<file path="src/rtl/reg_write_arbiter.sv">
// Round-robin arbiter sharing the register file write port among NUM_REQ writeback sources.
// Optional macro REG_WR_ARB_STATS_EN builds a saturating counter of discarded id==0 writes.
module reg_write_arbiter #(
  parameter int unsigned NUM_REQ = 3,
  parameter int unsigned DATA_W  = 32,
  parameter int unsigned ID_W    = 5
) (
  input  logic                         clock,
  input  logic                         reset_n,
  input  logic [NUM_REQ-1:0]           req_valid,
  output logic [NUM_REQ-1:0]           req_ready,
  input  logic [NUM_REQ*ID_W-1:0]      req_id,
  input  logic [NUM_REQ*DATA_W-1:0]    req_value,
  output logic                         wr_en,
  output logic [ID_W-1:0]              wr_id,
  output logic [DATA_W-1:0]            wr_value,
  output logic [$clog2(NUM_REQ)-1:0]   grant_idx,
  output logic                         busy,
  output logic [15:0]                  drop_count
);

  localparam int unsigned IDX_W = $clog2(NUM_REQ);

  logic [NUM_REQ-1:0] pend;
  logic [NUM_REQ-1:0] gnt;
  logic [NUM_REQ-1:0] accept;
  logic [NUM_REQ-1:0] id_zero;
  logic [IDX_W-1:0]   rr_ptr;
  logic [IDX_W-1:0]   win;
  logic [IDX_W-1:0]   win_next;
  logic [IDX_W-1:0]   scan_idx;
  logic               any_gnt;

  logic [ID_W-1:0]    slot_id  [NUM_REQ];
  logic [DATA_W-1:0]  slot_val [NUM_REQ];

  // Scan pending slots starting at rr_ptr; the first hit wins.
  always_comb begin
    gnt      = '0;
    win      = '0;
    any_gnt  = 1'b0;
    scan_idx = '0;
    for (int unsigned off = 0; off < NUM_REQ; off++) begin
      scan_idx = IDX_W'((32'(rr_ptr) + off) % NUM_REQ);
      if (!any_gnt && pend[scan_idx]) begin
        any_gnt       = 1'b1;
        win           = scan_idx;
        gnt[scan_idx] = 1'b1;
      end
    end
  end

  always_comb begin
    win_next = (win == IDX_W'(NUM_REQ - 1)) ? '0 : win + IDX_W'(1);
  end

  always_comb begin
    req_ready = ~pend | gnt;
    accept    = req_valid & req_ready;
    for (int unsigned k = 0; k < NUM_REQ; k++) begin
      id_zero[k] = (req_id[k*ID_W +: ID_W] == '0);
    end
  end

  assign busy = (|pend) | wr_en;

  always_ff @(posedge clock or negedge reset_n) begin
    if (!reset_n) begin
      pend      <= '0;
      rr_ptr    <= '0;
      wr_en     <= 1'b0;
      wr_id     <= '0;
      wr_value  <= '0;
      grant_idx <= '0;
    end else begin
      wr_en <= any_gnt;
      if (any_gnt) begin
        wr_id     <= slot_id[win];
        wr_value  <= slot_val[win];
        grant_idx <= win;
        rr_ptr    <= win_next;
      end
      // A reload on the grant edge keeps the slot pending.
      for (int unsigned k = 0; k < NUM_REQ; k++) begin
        if (accept[k] && !id_zero[k]) begin
          pend[k] <= 1'b1;
        end else if (gnt[k]) begin
          pend[k] <= 1'b0;
        end
      end
    end
  end

  always_ff @(posedge clock) begin
    for (int unsigned k = 0; k < NUM_REQ; k++) begin
      if (accept[k] && !id_zero[k]) begin
        slot_id[k]  <= req_id[k*ID_W +: ID_W];
        slot_val[k] <= req_value[k*DATA_W +: DATA_W];
      end
    end
  end

`ifdef REG_WR_ARB_STATS_EN
  logic [15:0] drop_cnt;
  logic [3:0]  drop_num;
  logic [16:0] drop_sum;

  always_comb begin
    drop_num = '0;
    for (int unsigned k = 0; k < NUM_REQ; k++) begin
      if (accept[k] && id_zero[k]) begin
        drop_num = drop_num + 4'd1;
      end
    end
    drop_sum = {1'b0, drop_cnt} + 17'(drop_num);
  end

  always_ff @(posedge clock or negedge reset_n) begin
    if (!reset_n) begin
      drop_cnt <= '0;
    end else begin
      drop_cnt <= drop_sum[16] ? 16'hFFFF : drop_sum[15:0];
    end
  end

  assign drop_count = drop_cnt;
`else
  assign drop_count = '0;
`endif

endmodule

</file>
<file path="config.mk">
export PLATFORM = sky130hd
export DESIGN_NAME = reg_write_arbiter
export DESIGN_NICKNAME = d
export VERILOG_FILES = /design/src/rtl/reg_write_arbiter.sv
export SDC_FILE = /design/constraint.sdc
export NUM_CORES = 1
export LEC_CHECK = 0
export BUFFER_PORTS_ARGS = -buffer_cell sky130_fd_sc_hd__buf_4
export CORE_ASPECT_RATIO = 1.2
export CORE_MARGIN = 3
export CORE_UTILIZATION = 31
export DETAILED_ROUTE_END_ITERATION = 8
export GPL_ROUTABILITY_DRIVEN = 1
export PLACE_DENSITY_LB_ADDON = 0.25
export SETUP_SLACK_MARGIN = 0.02
export SYNTH_ARGS = -nofsm -noshare
export SYNTH_HDL_FRONTEND = slang
export SYNTH_SLANG_ARGS = --single-unit
</file>
<file path="constraint.sdc">
create_clock -name clock -period 11.59 [get_ports clock]
set_clock_uncertainty 0.15 [all_clocks]
set_input_delay 2.318 -clock clock [delete_from_list [all_inputs] [get_ports clock]]
set_output_delay 2.318 -clock clock [all_outputs]
set_load 0.03 [all_outputs]
</file>
==> tab_implementation.tex <==
\begin{tabular}{lr}
\hline
Metric & Value \\
\hline
\multicolumn{2}{l}{\textbf{Status}} \\
Result of the run & finished, final reports clean \\
\multicolumn{2}{l}{\textbf{Timing}} \\
Number of setup violations in the final report & 0 \\
Count of final max-slew check failures & 0 \\
Fraction of the cycle the final worst path needs & 44.6\% \\
Least-Margin Pin Slew & 1160 ps \\
Worst slew slack as a fraction of its limit & 22.7\% \\
Hold Fails Final Rpt & 0 \\
Final critical-path setup slack & 6420 ps \\
Setup total negative slack & 0 ps \\
Unrepaired setup endpoints after global routing & no \\
Minimum hold slack & 315 ps \\
Final critical-path required period & 5170 ps \\
Upper clock frequency limit & 193 MHz \\
\multicolumn{2}{l}{\textbf{Pwr}} \\
Leak & 0.00322 uW \\
Clock share of power & 19.0\% \\
Internal power & 1610 uW \\
Combinational group share of total power & 45.7\% \\
Sw Ratio & 43.3\% \\
Net Switching & 1230 uW \\
Maximum resistive drop on vdd & 0.000243 V \\
Total power divided by cell area & 346 nW/um\^{}2 \\
Share of power burned in registers & 35.2\% \\
\multicolumn{2}{l}{\textbf{Clock network}} \\
Clock insertion delay at the later pin of the skew report & 420 ps \\
Number of H-tree branching levels & 4 \\
Sink count of the clock tree & 156 \\
Number of buffers added by the clock tree synthesis step & 17 \\
Maximum number of buffers from clock root to sink & 2 \\
Hold-fix buffer count after cts & 0 \\
Post-CTS Resized & 0 \\
Buffer cell driving the clock tree root & sky130\_fd\_sc\_hd\_\_clkbuf\_16 \\
Post-CTS Setup Inserts & 0 \\
CTS tree & done \\
Clock Pin Slew Worst Setup and Hold Paths & 70 ps \\
\multicolumn{2}{l}{\textbf{Place}} \\
Dpl cells & 815 \\
Number of I/O port buffers & 159 \\
Setup WS pre-CTS & 6880 ps \\
Final weighted congestion in routability-driven placement & 0.783 \\
Placement-stage cell area & 7650 sq um \\
Final HPWL DP & 10800 microns \\
\multicolumn{2}{l}{\textbf{Job}} \\
Reported max-cap violation count & 0 \\
\multicolumn{2}{l}{\textbf{Floorplan}} \\
Site row count & 56 \\
Horizontal extent of the die & 136 microns \\
Die height & 162 microns \\
CORE AREA & 19800 sq um \\
Starting Density & 31.8\% \\
IO Pins & 176 \\
Floorplan die area & 22000 sq um \\
\multicolumn{2}{l}{\textbf{Global routing}} \\
Pin count of the biggest net entering global routing & 66 \\
Global-route wire length before repair & 25400 microns \\
Gr ovfl total & 0 \\
Tot GR Track Use & 15.2\% \\
Number of global-route vias before repair & 4628 \\
Number of antenna violations at the first check in global routing & 0 \\
\multicolumn{2}{l}{\textbf{Worst setup path}} \\
CP required & 9120 ps \\
Critical path endpoint category & primary output \\
Launching element type of the critical path & flop \\
CP max FO & 10 \\
Setup Crit Path Kind & reg -> out \\
Worst EP arrival & 2700 ps \\
\multicolumn{2}{l}{\textbf{Synth}} \\
Cell count after synthesis & 421 \\
Cell area after synthesis & 6290 sq um \\
Register area share after synthesis & 70.9\% \\
Avg Inst Size Synth & 14.9 sq um \\
Area fraction of the dominant cell type after synthesis & 53.0\% \\
Largest cells by area after synthesis & sky130\_fd\_sc\_hd\_\_edfxtp\_1, sky130\_fd\_sc\_hd\_\_dfrtp\_1, sky130\_fd\_sc\_hd\_\_o2111ai\_1, sky130\_fd\_sc\_hd\_\_o211ai\_1, sky130\_fd\_sc\_hd\_\_a22oi\_1 \\
Top cell types by occurrence after synthesis & sky130\_fd\_sc\_hd\_\_edfxtp\_1, sky130\_fd\_sc\_hd\_\_dfrtp\_1, sky130\_fd\_sc\_hd\_\_nand3\_1, sky130\_fd\_sc\_hd\_\_o2111ai\_1, sky130\_fd\_sc\_hd\_\_o211ai\_1 \\
YS warnings & 0 \\
Share of flip-flops with an asynchronous set or reset & 28.8\% \\
Yosys top cell by area & sky130\_fd\_sc\_hd\_\_edfxtp\_1 \\
Count of unique library cells instantiated by Yosys & 39 \\
Number of enable flip-flop cells after synthesis & 111 \\
Most common cell in the synthesized netlist & sky130\_fd\_sc\_hd\_\_edfxtp\_1 \\
Main flop type after synthesis & sky130\_fd\_sc\_hd\_\_edfxtp\_1 \\
Number of synthesized register bits & 156 \\
\multicolumn{2}{l}{\textbf{Route}} \\
Mean routed wirelength per cell & 19.6 microns \\
Number of DRC violations after detailed routing & 0 \\
Post-Route WL & 16600 microns \\
Count of nets left with antenna violations after detail routing & 0 \\
Via count & 4263 \\
Detail-routed via count per cell & 5.03 \\
Detailed router's first-iteration violation count & 216 \\
Pre-antenna DRT Iters & 6 \\
\multicolumn{2}{l}{\textbf{Layout}} \\
Fill count & 1880 \\
Layout area overhead & 30.8\% \\
Final std cell area, no fill & 8230 sq um \\
Combined flip-flop and latch cell area & 4460 sq um \\
Antenna Cells & 0 \\
Non-filler instance count after layout & 847 \\
Multi-input logic area & 1570 sq um \\
Layout cells sized above 1 & 35.2\% \\
Final net count & 693 \\
\multicolumn{2}{l}{\textbf{Min path}} \\
Kind of path behind the tightest hold check & reg -> reg \\
\hline
\end{tabular}
layout make-up:
class	instances	area share (%)
multi-input combinational	219	19.0
timing repair buffer	166	15.2
clock buffer	18	5.22
sequential	156	54.2
inverter	13	0.593
tap	261	3.97
clock inverter	14	1.81
critical path: stages (launching register included):
cell,delay (ps)
sky130_fd_sc_hd__dfrtp_1,400
sky130_fd_sc_hd__inv_1,100
sky130_fd_sc_hd__ha_1,410
sky130_fd_sc_hd__mux2_2,440
sky130_fd_sc_hd__a221oi_1,270
sky130_fd_sc_hd__a221oi_1,130
sky130_fd_sc_hd__o21ai_0,320
sky130_fd_sc_hd__buf_4,230
placed cells by master (no fill, tap or decap), types with 6 or more instances in the layout:
cell / Yosys / layout
sky130_fd_sc_hd__buf_4: 17 / 166
sky130_fd_sc_hd__a222oi_1: 7 / 7
sky130_fd_sc_hd__inv_8: 0 / 6
sky130_fd_sc_hd__inv_1: 13 / 12
sky130_fd_sc_hd__edfxtp_1: 111 / 111
sky130_fd_sc_hd__conb_1: 1 / 16
sky130_fd_sc_hd__o21ai_0: 11 / 11
sky130_fd_sc_hd__nand3_1: 32 / 32
sky130_fd_sc_hd__a22oi_1: 31 / 31
sky130_fd_sc_hd__o2111ai_1: 32 / 32
sky130_fd_sc_hd__nand2_1: 13 / 13
sky130_fd_sc_hd__o211ai_1: 32 / 32
sky130_fd_sc_hd__dfrtp_1: 45 / 45
sky130_fd_sc_hd__clkbuf_16: 0 / 17
stage by stage:
step	utilization (%)	total power, uW
2_1_floorplan	-	1920
3_3_place_gp	38.7	2290
3_5_place_dp	38.7	2340
4_1_cts	41.6	2880
5_1_grt	41.6	3030
6_report	41.6	2850
cells by family after synthesis:
logic type / share of synthesized area, %
flops: 70.9
other cells: 0.0596
buf+inv: 5.71
compound gates: 16.3
fa+ha+maj: 0.796
mux: 1.05
simple gates: 5.13
power groups by stage:
stage | sequential [uW] | combinational [uW] | clock, uW
5_1_grt | 1030 | 1420 | 583
3_5_place_dp | 1010 | 1320 | 0
4_1_cts | 1000 | 1320 | 555
6_report | 1000 | 1300 | 541
3_3_place_gp | 1000 | 1290 | 0
2_1_floorplan | 1120 | 801 | 0
routing by layer:
layer  track usage [%]  vias to the layer above  part of all wire, %  routed length, microns
li1                  -                     1975                    -                       -
met4              5.45                        0                  1.8                     304
met3              3.53                       20                  5.1                     852
met2              27.2                      161                   53                    8830
met5                 0                        -                    0                       0
met1              17.7                     2107                   40                    6630
sequential cells by signal (all words and copies together) (netlist names):
signal and flops:
slot_val 96, wr_value 32, slot_id 15, wr_id 5
pend 3, grant_idx 2, rr_ptr 2, wr_en 1
path summary, 6_finish.rpt:
path / slack [ps] / end / from / depth (start not counted)
worst max register to register: 8020 / wr_value[13] / rr_ptr[0] / 8
worst max-delay path: 6420 / req_ready[0] / rr_ptr[1] / 7
worst min register to register: 320 / wr_id[3] / slot_id[2][3] / 2
worst min-delay path: 320 / wr_id[3] / slot_id[2][3] / 2
max in group asynchronous: 9070 / rr_ptr[1] / reset_n / 1
min in group asynchronous: 1760 / wr_value[15] / reset_n / 1
Note: power is estimated with default switching activity, not from simulation.
